===== config.mk =====
export PLATFORM = sky130hd
export DESIGN_NAME = pipeline_latches_flat
export DESIGN_NICKNAME = d
export VERILOG_FILES = /design/src/rtl/cpu_types_pkg.sv /design/src/rtl/pipeline_latches_if.sv /design/src/rtl/pipe_stage.sv /design/src/rtl/pipeline_latches.sv /design/src/flat_wrapper.sv
export SDC_FILE = /design/constraint.sdc
export NUM_CORES = 1
export LEC_CHECK = 0
export BUFFER_PORTS_ARGS = -buffer_cell sky130_fd_sc_hd__buf_2
export CORE_AREA = 2 2 206 208
export DETAILED_ROUTE_END_ITERATION = 7
export DIE_AREA = 0 0 208 210
export PLACE_DENSITY = 0.59
export SKIP_CTS_REPAIR_TIMING = 1
export SLEW_MARGIN = 15
export SYNTH_ARGS = -nofsm -noshare
export SYNTH_HDL_FRONTEND = slang
export SYNTH_SLANG_ARGS = --single-unit

===== constraint.sdc =====
create_clock -name CLK -period 1.02 [get_ports CLK]
set_clock_uncertainty 0.05 [all_clocks]
set_input_delay 0.051 -clock CLK [delete_from_list [all_inputs] [get_ports CLK]]
set_output_delay 0.051 -clock CLK [all_outputs]
set_load 0.01 [all_outputs]

===== src/rtl/cpu_types_pkg.sv =====
// ---------------------------------------------------------------------------
// cpu_types_pkg
//   Shared types for the five-stage pipeline latch bank.
//   ctrl_t      : 8-bit decoded control word, MSB first
//                 {RegWr, MemtoReg, memWr, bneS, beqS, jS, jrS, jalS}
//   pipe_slot_t : one ID/EX, EX/MEM or MEM/WB latch (88 bits)
//   BUBBLE_SLOT : all-zero slot, valid = 0
//   PC_RESET    : PC value loaded on reset
// ---------------------------------------------------------------------------
package cpu_types_pkg;

    typedef struct packed {
        logic reg_wr;
        logic mem_to_reg;
        logic mem_wr;
        logic bne_s;
        logic beq_s;
        logic j_s;
        logic jr_s;
        logic jal_s;
    } ctrl_t;

    typedef struct packed {
        logic [31:0] instr;
        logic [31:0] npc;
        logic        valid;
        ctrl_t       ctrl;
        logic [4:0]  rs;
        logic [4:0]  rt;
        logic [4:0]  rd;
    } pipe_slot_t;

    localparam pipe_slot_t  BUBBLE_SLOT = '0;
    localparam logic [31:0] PC_RESET    = 32'h0000_0000;

    // Builds the ID/EX load value from the IF/ID contents and decode output.
    function automatic pipe_slot_t make_slot(input logic [31:0] instr,
                                             input logic [31:0] npc,
                                             input ctrl_t       ctrl);
        pipe_slot_t s;
        s.instr = instr;
        s.npc   = npc;
        s.valid = 1'b1;
        s.ctrl  = ctrl;
        s.rs    = instr[25:21];
        s.rt    = instr[20:16];
        s.rd    = instr[15:11];
        return s;
    endfunction

endpackage


===== src/rtl/pipeline_latches_if.sv =====
// ---------------------------------------------------------------------------
// pipeline_latches_if
//   Bundle between fetch/decode/hazard unit and the pipeline latch bank.
//   slave  : the latch bank (takes commands and fetch data, drives latch
//            contents and hazard taps)
//   master : the surrounding pipeline logic
//   With PIPE_STATS_EN defined, bubble_cnt/flush_cnt are added as outputs.
// ---------------------------------------------------------------------------
interface pipeline_latches_if;
    import cpu_types_pkg::*;

    // commands and fetch/decode data
    logic        pipe_en;
    logic [31:0] next_pc;
    logic [31:0] fetch_instr;
    logic [31:0] fetch_npc;
    logic [7:0]  dec_ctrl;
    logic        PCWrite;
    logic        fdif_stall, fdif_flush;
    logic        deif_stall, deif_flush;
    logic        emif_stall, emif_flush;
    logic        mwif_stall, mwif_flush;

    // latch contents
    logic [31:0] pc;
    logic [31:0] fd_instr, fd_npc;
    pipe_slot_t  de_slot, em_slot, mw_slot;

    // hazard unit taps
    logic [4:0]  fdif_rs, fdif_rt, fdif_rd;
    logic [4:0]  deif_rs, deif_rt, deif_rd;
    logic [4:0]  emif_rs, emif_rt, emif_rd;
    logic        deif_RegWr, deif_MemtoReg, deif_memWr;
    logic        emif_RegWr, emif_MemtoReg, emif_bneS, emif_beqS;
    logic        emif_jS, emif_jrS, emif_jalS;

`ifdef PIPE_STATS_EN
    logic [31:0] bubble_cnt, flush_cnt;
`endif

    modport slave (
        input  pipe_en, next_pc, fetch_instr, fetch_npc, dec_ctrl, PCWrite,
               fdif_stall, fdif_flush, deif_stall, deif_flush,
               emif_stall, emif_flush, mwif_stall, mwif_flush,
        output pc, fd_instr, fd_npc, de_slot, em_slot, mw_slot,
               fdif_rs, fdif_rt, fdif_rd, deif_rs, deif_rt, deif_rd,
               emif_rs, emif_rt, emif_rd,
               deif_RegWr, deif_MemtoReg, deif_memWr,
               emif_RegWr, emif_MemtoReg, emif_bneS, emif_beqS,
               emif_jS, emif_jrS, emif_jalS
`ifdef PIPE_STATS_EN
               , bubble_cnt, flush_cnt
`endif
    );

    modport master (
        output pipe_en, next_pc, fetch_instr, fetch_npc, dec_ctrl, PCWrite,
               fdif_stall, fdif_flush, deif_stall, deif_flush,
               emif_stall, emif_flush, mwif_stall, mwif_flush,
        input  pc, fd_instr, fd_npc, de_slot, em_slot, mw_slot,
               fdif_rs, fdif_rt, fdif_rd, deif_rs, deif_rt, deif_rd,
               emif_rs, emif_rt, emif_rd,
               deif_RegWr, deif_MemtoReg, deif_memWr,
               emif_RegWr, emif_MemtoReg, emif_bneS, emif_beqS,
               emif_jS, emif_jrS, emif_jalS
`ifdef PIPE_STATS_EN
               , bubble_cnt, flush_cnt
`endif
    );

endinterface


===== src/rtl/pipe_stage.sv =====
// ---------------------------------------------------------------------------
// pipe_stage
//   One pipe_slot_t stage register.
//   Ports: CLK, nRST (async, active-low), en (global advance), flush/stall
//   (this stage), up_stall/up_flush (upstream stage), slot_in (upstream
//   contents), slot_q (this stage's contents).
//   Priority: flush > stall (hold) > bubble behind a held upstream > load.
// ---------------------------------------------------------------------------
module pipe_stage
    import cpu_types_pkg::*;
(
    input  logic       CLK,
    input  logic       nRST,
    input  logic       en,
    input  logic       flush,
    input  logic       stall,
    input  logic       up_stall,
    input  logic       up_flush,
    input  pipe_slot_t slot_in,
    output pipe_slot_t slot_q
);

    pipe_slot_t slot_d;

    always_comb begin
        slot_d = slot_q;
        if (flush)
            slot_d = BUBBLE_SLOT;
        else if (stall)
            slot_d = slot_q;
        // Upstream is holding its contents, so pass nothing downstream.
        // A flushed upstream forwards its pre-flush contents instead.
        else if (up_stall && !up_flush)
            slot_d = BUBBLE_SLOT;
        else
            slot_d = slot_in;
    end

    always_ff @(posedge CLK or negedge nRST) begin
        if (!nRST)
            slot_q <= BUBBLE_SLOT;
        else if (en)
            slot_q <= slot_d;
    end

endmodule


===== src/rtl/pipeline_latches.sv =====
// ---------------------------------------------------------------------------
// pipeline_latches
//   Stage-register bank: PC, IF/ID, ID/EX, EX/MEM, MEM/WB. Applies the
//   hazard unit's PCWrite/stall/flush commands and drives its field taps.
//   Ports: CLK, nRST (async, active-low), bus (pipeline_latches_if.slave).
//   Optional: PIPE_STATS_EN adds saturating bubble_cnt / flush_cnt.
// ---------------------------------------------------------------------------
module pipeline_latches
    import cpu_types_pkg::*;
(
    input  logic               CLK,
    input  logic               nRST,
    pipeline_latches_if.slave  bus
);

    localparam int NUM_STAGES = 3;  // ID/EX, EX/MEM, MEM/WB

    logic [31:0] pc_q, fd_instr_q, fd_npc_q;

    // index 0 = IF/ID, 1 = ID/EX, 2 = EX/MEM, 3 = MEM/WB
    logic [NUM_STAGES:0] stall_v, flush_v;

    pipe_slot_t [NUM_STAGES-1:0] slot_src, slot_q;

    assign stall_v = {bus.mwif_stall, bus.emif_stall, bus.deif_stall, bus.fdif_stall};
    assign flush_v = {bus.mwif_flush, bus.emif_flush, bus.deif_flush, bus.fdif_flush};

    // PC and IF/ID
    always_ff @(posedge CLK or negedge nRST) begin
        if (!nRST) begin
            pc_q       <= PC_RESET;
            fd_instr_q <= '0;
            fd_npc_q   <= '0;
        end else if (bus.pipe_en) begin
            if (bus.PCWrite)
                pc_q <= bus.next_pc;
            if (bus.fdif_flush) begin
                fd_instr_q <= '0;
                fd_npc_q   <= '0;
            end else if (!bus.fdif_stall) begin
                fd_instr_q <= bus.fetch_instr;
                fd_npc_q   <= bus.fetch_npc;
            end
        end
    end

    // ID/EX .. MEM/WB
    assign slot_src[0] = make_slot(fd_instr_q, fd_npc_q, ctrl_t'(bus.dec_ctrl));

    for (genvar i = 1; i < NUM_STAGES; i++) begin : g_src
        assign slot_src[i] = slot_q[i-1];
    end

    for (genvar i = 0; i < NUM_STAGES; i++) begin : g_stage
        pipe_stage u_stage (
            .CLK      (CLK),
            .nRST     (nRST),
            .en       (bus.pipe_en),
            .flush    (flush_v[i+1]),
            .stall    (stall_v[i+1]),
            .up_stall (stall_v[i]),
            .up_flush (flush_v[i]),
            .slot_in  (slot_src[i]),
            .slot_q   (slot_q[i])
        );
    end

    assign bus.pc       = pc_q;
    assign bus.fd_instr = fd_instr_q;
    assign bus.fd_npc   = fd_npc_q;
    assign bus.de_slot  = slot_q[0];
    assign bus.em_slot  = slot_q[1];
    assign bus.mw_slot  = slot_q[2];

    // hazard taps
    assign bus.fdif_rs = fd_instr_q[25:21];
    assign bus.fdif_rt = fd_instr_q[20:16];
    assign bus.fdif_rd = fd_instr_q[15:11];
    assign bus.deif_rs = slot_q[0].rs;
    assign bus.deif_rt = slot_q[0].rt;
    assign bus.deif_rd = slot_q[0].rd;
    assign bus.emif_rs = slot_q[1].rs;
    assign bus.emif_rt = slot_q[1].rt;
    assign bus.emif_rd = slot_q[1].rd;

    assign bus.deif_RegWr    = slot_q[0].ctrl.reg_wr;
    assign bus.deif_MemtoReg = slot_q[0].ctrl.mem_to_reg;
    assign bus.deif_memWr    = slot_q[0].ctrl.mem_wr;
    assign bus.emif_RegWr    = slot_q[1].ctrl.reg_wr;
    assign bus.emif_MemtoReg = slot_q[1].ctrl.mem_to_reg;
    assign bus.emif_bneS     = slot_q[1].ctrl.bne_s;
    assign bus.emif_beqS     = slot_q[1].ctrl.beq_s;
    assign bus.emif_jS       = slot_q[1].ctrl.j_s;
    assign bus.emif_jrS      = slot_q[1].ctrl.jr_s;
    assign bus.emif_jalS     = slot_q[1].ctrl.jal_s;

`ifdef PIPE_STATS_EN
    logic [31:0]           bubble_cnt_q, flush_cnt_q;
    logic [NUM_STAGES-1:0] bubble_v;

    // Mirrors the bubble-insertion rule of each stage: only counted when
    // neither this stage's flush nor its own stall takes precedence.
    for (genvar i = 0; i < NUM_STAGES; i++) begin : g_bub
        assign bubble_v[i] = !flush_v[i+1] && !stall_v[i+1] && stall_v[i] && !flush_v[i];
    end

    always_ff @(posedge CLK or negedge nRST) begin
        if (!nRST) begin
            bubble_cnt_q <= '0;
            flush_cnt_q  <= '0;
        end else if (bus.pipe_en) begin
            if (|bubble_v && bubble_cnt_q != '1)
                bubble_cnt_q <= bubble_cnt_q + 32'd1;
            if (|flush_v && flush_cnt_q != '1)
                flush_cnt_q <= flush_cnt_q + 32'd1;
        end
    end

    assign bus.bubble_cnt = bubble_cnt_q;
    assign bus.flush_cnt  = flush_cnt_q;
`endif

endmodule


===== src/flat_wrapper.sv =====
// flat-port wrapper written by rule: the top's interface ports become plain ports
module pipeline_latches_flat import cpu_types_pkg::*;
  (CLK, nRST, bus_pipe_en, bus_next_pc, bus_fetch_instr, bus_fetch_npc, bus_dec_ctrl, bus_PCWrite, bus_fdif_stall, bus_fdif_flush, bus_deif_stall, bus_deif_flush, bus_emif_stall, bus_emif_flush, bus_mwif_stall, bus_mwif_flush, bus_pc, bus_fd_instr, bus_fd_npc, bus_de_slot, bus_em_slot, bus_mw_slot, bus_fdif_rs, bus_fdif_rt, bus_fdif_rd, bus_deif_rs, bus_deif_rt, bus_deif_rd, bus_emif_rs, bus_emif_rt, bus_emif_rd, bus_deif_RegWr, bus_deif_MemtoReg, bus_deif_memWr, bus_emif_RegWr, bus_emif_MemtoReg, bus_emif_bneS, bus_emif_beqS, bus_emif_jS, bus_emif_jrS, bus_emif_jalS);
  pipeline_latches_if bus_i ();
  input  logic CLK;
  input  logic nRST;
  input wire logic [$bits(bus_i.pipe_en)-1:0] bus_pipe_en;
  input wire logic [$bits(bus_i.next_pc)-1:0] bus_next_pc;
  input wire logic [$bits(bus_i.fetch_instr)-1:0] bus_fetch_instr;
  input wire logic [$bits(bus_i.fetch_npc)-1:0] bus_fetch_npc;
  input wire logic [$bits(bus_i.dec_ctrl)-1:0] bus_dec_ctrl;
  input wire logic [$bits(bus_i.PCWrite)-1:0] bus_PCWrite;
  input wire logic [$bits(bus_i.fdif_stall)-1:0] bus_fdif_stall;
  input wire logic [$bits(bus_i.fdif_flush)-1:0] bus_fdif_flush;
  input wire logic [$bits(bus_i.deif_stall)-1:0] bus_deif_stall;
  input wire logic [$bits(bus_i.deif_flush)-1:0] bus_deif_flush;
  input wire logic [$bits(bus_i.emif_stall)-1:0] bus_emif_stall;
  input wire logic [$bits(bus_i.emif_flush)-1:0] bus_emif_flush;
  input wire logic [$bits(bus_i.mwif_stall)-1:0] bus_mwif_stall;
  input wire logic [$bits(bus_i.mwif_flush)-1:0] bus_mwif_flush;
  output wire logic [$bits(bus_i.pc)-1:0] bus_pc;
  output wire logic [$bits(bus_i.fd_instr)-1:0] bus_fd_instr;
  output wire logic [$bits(bus_i.fd_npc)-1:0] bus_fd_npc;
  output wire logic [$bits(bus_i.de_slot)-1:0] bus_de_slot;
  output wire logic [$bits(bus_i.em_slot)-1:0] bus_em_slot;
  output wire logic [$bits(bus_i.mw_slot)-1:0] bus_mw_slot;
  output wire logic [$bits(bus_i.fdif_rs)-1:0] bus_fdif_rs;
  output wire logic [$bits(bus_i.fdif_rt)-1:0] bus_fdif_rt;
  output wire logic [$bits(bus_i.fdif_rd)-1:0] bus_fdif_rd;
  output wire logic [$bits(bus_i.deif_rs)-1:0] bus_deif_rs;
  output wire logic [$bits(bus_i.deif_rt)-1:0] bus_deif_rt;
  output wire logic [$bits(bus_i.deif_rd)-1:0] bus_deif_rd;
  output wire logic [$bits(bus_i.emif_rs)-1:0] bus_emif_rs;
  output wire logic [$bits(bus_i.emif_rt)-1:0] bus_emif_rt;
  output wire logic [$bits(bus_i.emif_rd)-1:0] bus_emif_rd;
  output wire logic [$bits(bus_i.deif_RegWr)-1:0] bus_deif_RegWr;
  output wire logic [$bits(bus_i.deif_MemtoReg)-1:0] bus_deif_MemtoReg;
  output wire logic [$bits(bus_i.deif_memWr)-1:0] bus_deif_memWr;
  output wire logic [$bits(bus_i.emif_RegWr)-1:0] bus_emif_RegWr;
  output wire logic [$bits(bus_i.emif_MemtoReg)-1:0] bus_emif_MemtoReg;
  output wire logic [$bits(bus_i.emif_bneS)-1:0] bus_emif_bneS;
  output wire logic [$bits(bus_i.emif_beqS)-1:0] bus_emif_beqS;
  output wire logic [$bits(bus_i.emif_jS)-1:0] bus_emif_jS;
  output wire logic [$bits(bus_i.emif_jrS)-1:0] bus_emif_jrS;
  output wire logic [$bits(bus_i.emif_jalS)-1:0] bus_emif_jalS;
  assign bus_i.pipe_en = bus_pipe_en;
  assign bus_i.next_pc = bus_next_pc;
  assign bus_i.fetch_instr = bus_fetch_instr;
  assign bus_i.fetch_npc = bus_fetch_npc;
  assign bus_i.dec_ctrl = bus_dec_ctrl;
  assign bus_i.PCWrite = bus_PCWrite;
  assign bus_i.fdif_stall = bus_fdif_stall;
  assign bus_i.fdif_flush = bus_fdif_flush;
  assign bus_i.deif_stall = bus_deif_stall;
  assign bus_i.deif_flush = bus_deif_flush;
  assign bus_i.emif_stall = bus_emif_stall;
  assign bus_i.emif_flush = bus_emif_flush;
  assign bus_i.mwif_stall = bus_mwif_stall;
  assign bus_i.mwif_flush = bus_mwif_flush;
  assign bus_pc = bus_i.pc;
  assign bus_fd_instr = bus_i.fd_instr;
  assign bus_fd_npc = bus_i.fd_npc;
  assign bus_de_slot = bus_i.de_slot;
  assign bus_em_slot = bus_i.em_slot;
  assign bus_mw_slot = bus_i.mw_slot;
  assign bus_fdif_rs = bus_i.fdif_rs;
  assign bus_fdif_rt = bus_i.fdif_rt;
  assign bus_fdif_rd = bus_i.fdif_rd;
  assign bus_deif_rs = bus_i.deif_rs;
  assign bus_deif_rt = bus_i.deif_rt;
  assign bus_deif_rd = bus_i.deif_rd;
  assign bus_emif_rs = bus_i.emif_rs;
  assign bus_emif_rt = bus_i.emif_rt;
  assign bus_emif_rd = bus_i.emif_rd;
  assign bus_deif_RegWr = bus_i.deif_RegWr;
  assign bus_deif_MemtoReg = bus_i.deif_MemtoReg;
  assign bus_deif_memWr = bus_i.deif_memWr;
  assign bus_emif_RegWr = bus_i.emif_RegWr;
  assign bus_emif_MemtoReg = bus_i.emif_MemtoReg;
  assign bus_emif_bneS = bus_i.emif_bneS;
  assign bus_emif_beqS = bus_i.emif_beqS;
  assign bus_emif_jS = bus_i.emif_jS;
  assign bus_emif_jrS = bus_i.emif_jrS;
  assign bus_emif_jalS = bus_i.emif_jalS;
  pipeline_latches u_core (.CLK(CLK), .nRST(nRST), .bus(bus_i));
endmodule

After elaboration in Yosys (flattened, before gate mapping) --
Cells that the tools add are included.
Storage, ports and cells: register bits after elaboration 360, output and inout bits 415
Cells by class: equality and inequality tests 4, mux-type cells 13, reduce and logical (&&, ||, !) cells 11
Operator list (count):
- two-way mux 88 bit | 9
- two-way mux 32 bit | 4
- AND reduction 2 bit | 5
- != test 2 x 1 -> 1 bit (second input constant) | 4
- logical AND 1 bit | 3
- zero test 1 bit | 3

Longest topological paths before layout --
Gate-level depths: netlist of the first run.
word-level depth 5, mapped depth 6, gate-level depth less buffers 3

By module --
A second synthesis of the first run with hierarchy kept.
Unflattened totals: cells, all modules 1368, area, all modules 17165.2 sq um
Modules (own cells, without submodules):
- pipe_stage | times used 3, cells each 296, area each 4042.6 sq um, seq. area each 2202.1 sq um
- pipeline_latches | times used 1, cells each 480, area each 5037.3 sq um, seq. area each 2402.3 sq um

Least setup slack after synthesis of the first run --
OpenSTA, ideal clock, no wires.
path type input port to flip-flop, start point input bus_mwif_stall, end point register u_core.g_stage[2].u_stage.slot_q[15] (netlist name), arrival 1.067 ns, required time 0.845 ns, setup slack -0.222 ns, stages on the path 4, buffers on the path 1, path through inv_1 o21ai_1 buf_2 mux2_2
Between the ends: longest elaborated chain between the ends 2
RTL lines:
- from (decl) | RTL line flat_wrapper.sv:19 | input wire logic [$bits(bus_i.mwif_stall)-1:0] bus_mwif_stall;
- != test 2 x 1 -> 1 bit (no line)
- AND reduction 2 bit (no line)
Every way passes these cells. A chain may end at the register's enable or synchronous reset.

==> flow_metrics.tcl, run 1 <==
set metrics [dict create \
    status "finished with violations" \
    violations "hold timing, setup timing" \
    synth-seq-cells 315 \
    fin_crit_sh 1.276 \
    antenna_found_initial 1 \
    initial_core_util 0.3189 \
    ys_types 19 \
    p_clk_frac 0.412 \
    pwr-share-seq 0.429 \
    ios 531 \
    report.final.slew_viol_count 0 \
    areaGrowthSynthToFinish_pct 65.22 \
    die_area_um2 43680 \
    fin_util 0.5270 \
    grt_pass1_vias 10384 \
    wirelength_mm 48.35 \
    synth_nets 1143 \
    maxSlewHeadroom 0.7388 \
    rsz0062_at_grt "yes" \
    via_count 11596 \
    hpwl_mm 31.78 \
    worst_pin_slew_ns 0.3919 \
    crit_required_ns 0.92 \
    core_um2 41480 \
    worstSetupStartpointType "register" \
    drive_gt1_frac 0.5520 \
    switchingPower_mw 8.274 \
    regToRegEndpoint "u_core.g_stage[2].u_stage.slot_q[26]" \
    clock-sinks 315 \
    cts_tree "done" \
    core.rowCount 75 \
    rrSetupSlack_ns -0.09 \
    fin_crit_ns 1.302 \
    finalSetupViolations 446 \
    grt_max_degree 59 \
    power.density_nw_per_um2 1470 \
    avgSynthCellArea_um2 12.88 \
    vias_per_cell 4.862 \
    nNetsFinal 1935 \
    yosysWarnings 0 \
    p_leak_nw 11.29 \
    p_int_mw 23.86 \
    grt_pass1_wl_mm 65.38 \
    multi_input_area_um2 4235 \
    insertedDiodeCount 0 \
    drv_cap 0 \
    switching_share 0.2575 \
    die_w_um 208 \
    ant_nets 0 \
    drt_iter0_markers 599 \
    grt_usage 0.1943 \
    synth_cells 1027 \
    wl_per_cell_um 20.27 \
    io_buffers 530 \
    mostFrequentLayoutCell "buf_2" \
    fin_hold_ws_ns -0.04859 \
    crit_fanout 4 \
    busiest_layer "met2" \
    drc 0 \
    power.total_mw 32.13 \
    peakVddDrop_mv 1.432 \
    r2r.worst_path.cells 3 \
    cts_root_buf "clkbuf_16" \
    cp-startpoint "u_core.g_stage[1].u_stage.slot_q[80]" \
    end_kind "output port" \
    gr-total-overflow 0 \
    ys_seq_area_frac 0.5959 \
    synthesis.area_um2 13230 \
    first_pass_iters 5 \
    crit-reg2reg-launch "u_core.g_stage[1].u_stage.slot_q[26]" \
    hold_class "input port to async pin" \
    grtUsageMet2 0.3134 \
    combPwrFrac 0.159 \
    hold_violations 13 \
    setup_ws_ns -0.2820 \
    arrival_ns 1.20 \
    gp_congestion 0.8311 \
    fmax_mhz 768.0 \
    clock_latency_ns 0.54 \
    clockBufferDepth 3 \
    most-common-layout-cells "318 x buf_2, 299 x dfrtp_1, 254 x buf_6" \
    numCtsBuffers 37 \
    globalRouteMet3Util 0.04693 \
    fillers 3505 \
    finalSetupTns_ns -75.91 \
    critical_path_class "register to output port" \
    die_h_um 210 \
    cts_htree_levels 2 \
    path_clk_slew_ns 0.06 \
    grt_use_met1 0.2539 \
    seqCellArea_um2 7903 \
]
## synth_stat cells
cell	instances	area (µm²)
buf_1	3	11.26
buf_2	14	70.07
a21o_1	2	15.01
nor2b_1	2	12.51
o21ai_1	1	5.000
mux2_2	105	1182
inv_1	1	3.750
clkbuf_1	52	195.2
a22o_1	145	1270
nor4_4	1	21.27
nor3b_1	73	548.0
o21ai_0	128	640.6
inv_2	2	7.510
buf_4	100	750.7
nand2_1	1	3.750
dfrtp_1	315	7883
nand2b_1	66	412.9
a2111oi_4	1	27.53
buf_6	15	168.9
## stage by stage
| stage | std cells | hold slack [ns] | worst slack [ns] | area (µm²) |
|---|---|---|---|---|
| global placement | 2032 | -0.09382 | -0.3992 | 16710 |
| CTS | 2098 | -0.6839 | -0.3806 | 17930 |
| detailed placement | 2032 | -0.09138 | -0.4200 | 16710 |
| finish | 2385 | -0.04859 | -0.2820 | 21860 |
| global route | 2385 | -0.05007 | -0.3184 | 21860 |
| floorplan | 1027 | -0.2946 | -0.1376 | 13390 |
## registers in the layout (all words and copies together), names as in the netlist
| signal | count |
|---|---|
| u_core.bus.pc | 32 |
| u_core.bus.fd_npc | 32 |
| u_core.g_stage.u_stage.slot_q | 219 |
| u_core.bus.fd_instr | 32 |
## area by class of cell
| class | count | share of cell area |
|---|---|---|
| multi-input combinational | 525 | 0.1938 |
| clock buffer | 57 | 0.05043 |
| inverter | 3 | 0.001202 |
| sequential | 315 | 0.3616 |
| clock inverter | 9 | 0.005324 |
| timing repair buffer | 937 | 0.3569 |
| tap | 539 | 0.03085 |
## critical path, stage by stage, from the launching register on
cell and delay [ns]:
dfrtp_1 0.40, buf_6 0.14, buf_6 0.12
## worst max-delay path by stage
stage | end | slack (ns) | cells past startpoint
after floorplan | u_core.g_stage[1].u_stage.slot_q[67] | -0.14 | 3
after CTS | bus_de_slot[77] | -0.38 | 1
after detailed placement | u_core.g_stage[1].u_stage.slot_q[37] | -0.42 | 6
after global placement | u_core.g_stage[2].u_stage.slot_q[74] | -0.40 | 5
after global routing | bus_em_slot[80] | -0.32 | 2
final | bus_emif_rs[3] | -0.28 | 2
## cells by family after synthesis
kind of cell    synth area share
compound gates            0.1480
buf+inv                  0.09127
flops                     0.5959
mux                      0.08938
simple gates             0.07548
## power by group through the flow
| stage | Combinational [mW] | Sequential (mW) | Clock, mW |
|---|---|---|---|
| after floorplan | 1.54 | 14.1 | 0 |
| after global placement | 3.78 | 13.9 | 0 |
| after detailed placement | 3.80 | 14.0 | 0 |
| after CTS | 3.81 | 13.7 | 13.6 |
| after global routing | 5.47 | 13.8 | 14.0 |
| final | 5.11 | 13.8 | 13.2 |
## metal layers
metal	routed length, µm	vias up
li1	-	5155
met1	19720	5888
met2	24170	469
met3	3000	84
met4	1449	0
met5	0	-
(Power assumes the default switching activity.)
==> run 2: changes to the inputs <==
--- a/config.mk
+++ b/config.mk
@@ -10,6 +10,7 @@
 export DETAILED_ROUTE_END_ITERATION = 7
 export DIE_AREA = 0 0 208 210
 export PLACE_DENSITY = 0.59
+export SETUP_SLACK_MARGIN = 0.4
 export SKIP_CTS_REPAIR_TIMING = 1
 export SLEW_MARGIN = 15
 export SYNTH_ARGS = -nofsm -noshare
==> flow_metrics.tcl, run 2 (same netlist as run 1, synthesis figures left out) <==
set metrics [dict create \
    path_clk_slew_ns 0.06 \
    core_um2 41480 \
    peakVddDrop_mv 1.242 \
    clockBufferDepth 3 \
    regToRegEndpoint "u_core.g_stage[2].u_stage.slot_q[55]" \
    critical-path-top-delay-family "flip-flops" \
    areaGrowthSynthToFinish_pct 73.76 \
    maxSlewHeadroom 0.6560 \
    finalSetupTns_ns -78.51 \
    drv_cap 0 \
    crit_path_max_incr_delay_ns 0.40 \
    crit_chain "buf_6, buf_6" \
    rsz0062_at_grt "yes" \
    worstSetupStartpointType "register" \
    fmax_mhz 772.4 \
    ant_nets 0 \
    critical_path_class "register to output port" \
    fin_cells 2430 \
    cp_slowest_cell "dfrtp_1" \
    crit_fanout 3 \
    hold_class "input port to async pin" \
    hpwl_mm 31.89 \
    worst_pin_slew_ns 0.5160 \
    numCtsBuffers 37 \
    status "finished with violations" \
    mostFrequentLayoutCell "buf_2" \
    grt_usage 0.1943 \
    multi_input_area_um2 4668 \
    clock-sinks 315 \
    wl_per_cell_um 20.36 \
    fillers 3333 \
    drt_iter0_markers 679 \
    cts_root_buf "clkbuf_16" \
    wirelength_mm 49.48 \
    p_leak_nw 11.93 \
    r2r.worst_path.cells 4 \
    fin_crit_sh 1.269 \
    setup_ws_ns -0.2746 \
    initial_core_util 0.3189 \
    crit_required_ns 0.92 \
    insertedDiodeCount 0 \
    vias_per_cell 4.836 \
    gr-total-overflow 0 \
    io_buffers 530 \
    arrival_ns 1.19 \
    first_pass_iters 7 \
    fin_crit_ns 1.295 \
    die_area_um2 43680 \
    globalRouteMet3Util 0.03799 \
    fin_hold_ws_ns -0.7190 \
    crit-reg2reg-launch "u_core.g_stage[1].u_stage.slot_q[55]" \
    nNetsFinal 1980 \
    busiest_layer "met2" \
    top_register "u_core.g_stage.u_stage.slot_q" \
    cp_num_buf_inv 2 \
    gp_congestion 0.8308 \
    report.final.slew_viol_count 0 \
    drc 0 \
    via_count 11751 \
    ios 531 \
    drive_gt1_frac 0.5748 \
    crit_top_cell "buf_6" \
    rrSetupSlack_ns -0.17 \
    die_w_um 208 \
    seqCellArea_um2 7911 \
    cts_htree_levels 2 \
    power.density_nw_per_um2 1450 \
    largest_reg_flops 219 \
    die_h_um 210 \
    finalSetupViolations 434 \
    most-common-layout-cells "302 x buf_2, 298 x buf_6, 292 x dfrtp_1" \
    grtUsageMet2 0.3212 \
    grt_max_degree 59 \
    cts_tree "done" \
    dp_cells 2037 \
    violations "hold timing, setup timing" \
    antenna_found_initial 3 \
    grt_pass1_wl_mm 65.76 \
    grt_pass1_vias 10367 \
    crit_cells 2 \
    end_kind "output port" \
    hold_violations 297 \
    core.rowCount 75 \
    grt_use_met1 0.2530 \
    clock_latency_ns 0.54 \
]
## run 2: changes by cell type in the layout (fill, tap and decap cells not counted), moves of 16 or more
cell and change:
mux2_4 +82, mux2_2 -82, buf_2 -16, o21ai_0 -64, buf_6 +44, o21ai_1 +64
## run 2: worst max-delay path by stage
stage | startpoint | slack [ns] | end
2_1_floorplan | bus_deif_stall | -0.14 | u_core.g_stage[1].u_stage.slot_q[67]
3_3_place_gp | bus_pipe_en | -0.31 | u_core.g_stage[1].u_stage.slot_q[22]
3_5_place_dp | bus_pipe_en | -0.35 | u_core.g_stage[1].u_stage.slot_q[17]
4_1_cts | u_core.g_stage[0].u_stage.slot_q[86] | -0.46 | bus_de_slot[86]
5_1_grt | u_core.g_stage[1].u_stage.slot_q[15] | -0.32 | bus_em_slot[15]
6_report | u_core.g_stage[1].u_stage.slot_q[15] | -0.27 | bus_em_slot[15]
## run 2: layer usage
metal / wire [µm] / share of wire
met5: 28 / 0.00057
met4: 1889 / 0.038
met3: 2608 / 0.053
met2: 24950 / 0.50
met1: 20010 / 0.40
## run 2: layout make-up
type / count / share of cell area
clock buffer: 56 / 0.04872
multi-input combinational: 525 / 0.2031
inverter: 3 / 0.001252
clock inverter: 10 / 0.007022
sequential: 315 / 0.3442
tap: 539 / 0.02934
timing repair buffer: 982 / 0.3664
## run 2: worst register-to-register path, stage by stage (launching register included)
cell,delay (ns)
dfrtp_1,0.40
buf_6,0.12
buf_6,0.10
nor3b_4,0.14
mux2_4,0.27
## run 2: per-stage QoR
step | hold slack (ns) | instance area [µm²] | util | setup WS [ns] | total power, mW
5_1_grt | -0.7336 | 22990 | 0.5542 | -0.3229 | 34.55
3_5_place_dp | -0.1567 | 17170 | 0.4140 | -0.3487 | 18.05
6_report | -0.7190 | 22990 | 0.5542 | -0.2746 | 33.33
2_1_floorplan | -0.2946 | 14140 | - | -0.1376 | 16.08
4_1_cts | -0.7500 | 18450 | 0.4449 | -0.4635 | 32.06
3_3_place_gp | -0.1570 | 17170 | 0.4140 | -0.3110 | 17.98
## run 2: where the power goes
part / internal [mW] / total [mW] / switching, mW
clock: 8.61 / 14.0 / 5.35
sequential: 13.2 / 13.8 / 0.634
combinational: 3.05 / 5.56 / 2.51
==> run 3: changes to the inputs <==
--- a/config.mk
+++ b/config.mk
@@ -6,10 +6,10 @@
 export NUM_CORES = 1
 export LEC_CHECK = 0
 export BUFFER_PORTS_ARGS = -buffer_cell sky130_fd_sc_hd__buf_2
-export CORE_AREA = 2 2 206 208
+export CORE_AREA = 4 4 204 206
 export DETAILED_ROUTE_END_ITERATION = 7
 export DIE_AREA = 0 0 208 210
-export PLACE_DENSITY = 0.59
+export PLACE_DENSITY = 0.6
 export SETUP_SLACK_MARGIN = 0.4
 export SKIP_CTS_REPAIR_TIMING = 1
 export SLEW_MARGIN = 15
==> flow_metrics.tcl, run 3 (same netlist as run 1, synthesis figures left out) <==
set metrics [dict create \
    maxSlewHeadroom 0.5730 \
    wl_per_cell_um 21.39 \
    clock-sinks 315 \
    regToRegEndpoint "u_core.g_stage[2].u_stage.slot_q[75]" \
    critical_path_class "register to output port" \
    die_w_um 208 \
    vias_per_cell 4.889 \
    die_h_um 210 \
    crit-reg2reg-launch "u_core.g_stage[1].u_stage.slot_q[75]" \
    cts_root_buf "clkbuf_16" \
    crit_required_ns 0.92 \
    worst_pin_slew_ns 0.6405 \
    multi_input_area_um2 4624 \
    path_clk_slew_ns 0.06 \
    power.density_nw_per_um2 1448 \
    mostFrequentLayoutCell "buf_6" \
    fin_cells 2423 \
    ios 531 \
    rrSetupSlack_ns -0.15 \
    peakVddDrop_mv 1.164 \
    p_leak_nw 11.94 \
    wirelength_mm 51.84 \
    r2r.worst_path.cells 3 \
    initial_core_util 0.3337 \
    grt_pass1_vias 10454 \
    post-place-ws_ns -0.3601 \
    core.rowCount 73 \
    gp_congestion 0.8294 \
    grt_pass1_wl_mm 67.72 \
    cp-startpoint "u_core.g_stage[1].u_stage.slot_q[75]" \
    io_buffers 530 \
    cts_tree "done" \
    final_area_um2 23080 \
    via_count 11847 \
    drv_cap 0 \
    clockBufferDepth 3 \
    fin_crit_ns 1.323 \
    areaGrowthSynthToFinish_pct 74.47 \
    worstSetupStartpointType "register" \
    violations "hold timing, setup timing" \
    seqCellArea_um2 7915 \
    drt_iter0_markers 533 \
    fin_hold_ws_ns -0.5323 \
    drc 0 \
    rsz0062_at_grt "yes" \
    clock_latency_ns 0.54 \
    top_register "u_core.g_stage.u_stage.slot_q" \
    finalSetupViolations 435 \
    end_kind "output port" \
    hpwl_mm 33.00 \
    status "finished with violations" \
    fin_util 0.5823 \
    core_um2 39640 \
    die_area_um2 43680 \
    place_area_um2 17140 \
    fillers 3038 \
    fin_crit_sh 1.297 \
    arrival_ns 1.22 \
    report.final.slew_viol_count 0 \
    drive_gt1_frac 0.5757 \
    gr-total-overflow 0 \
    most-common-layout-cells "335 x buf_6, 289 x dfrtp_1, 288 x buf_2" \
    crit_fanout 4 \
    grt_max_degree 65 \
    setup_ws_ns -0.3027 \
    numCtsBuffers 37 \
    antenna_found_initial 2 \
    fmax_mhz 756.0 \
    hold_class "input port to async pin" \
    hold_violations 315 \
    first_pass_iters 5 \
    nNetsFinal 1983 \
    largest_reg_flops 219 \
    grt_usage 0.1965 \
    cts_htree_levels 2 \
    dp_cells 2029 \
    ant_nets 0 \
]
-- run 3: area by class of cell --
cell class / count / area share
Antenna cell: 3 / 0.0003253
Clock buffer: 52 / 0.04559
Clock inverter: 15 / 0.009595
Inverter: 3 / 0.001247
Multi-Input combinational cell: 525 / 0.2004
Sequential cell: 315 / 0.3429
Tap cell: 525 / 0.02846
Timing Repair Buffer: 985 / 0.3715
-- run 3: worst max-delay path by stage --
stage,to,cells past startpoint
final,bus_em_slot[75],2
after global routing,bus_em_slot[8],2
after CTS,bus_de_slot[86],1
after detailed placement,u_core.g_stage[1].u_stage.slot_q[31],5
after global placement,u_core.g_stage[1].u_stage.slot_q[16],5
after floorplan,u_core.g_stage[1].u_stage.slot_q[67],3
-- run 3: worst max-delay path, cell delays in order, from the launching register on --
cell,delay [ns]
dfrtp_2,0.44
buf_6,0.14
buf_6,0.11
-- run 3: power breakdown --
group	total, mW	internal, mW	switching, mW
sequential	13.8	13.2	0.653
combinational	5.67	3.11	2.55
clock	13.9	8.51	5.41
-- run 3: per-stage QoR --
step	TNS, ns	power [mW]	hold slack, ns
after floorplan	-20.63	16.08	-0.2946
after global placement	-76.74	18.00	-0.1442
after detailed placement	-80.15	18.06	-0.1443
after CTS	-96.96	32.03	-0.7426
after global routing	-100.04	34.64	-0.5616
final	-79.30	33.42	-0.5323
-- run 3: metal layers --
layer,global-route usage,wire [µm]
met4,0.05730,1833
met2,0.3244,26250
met1,0.2600,20690
met5,0,0
met3,0.04822,3070
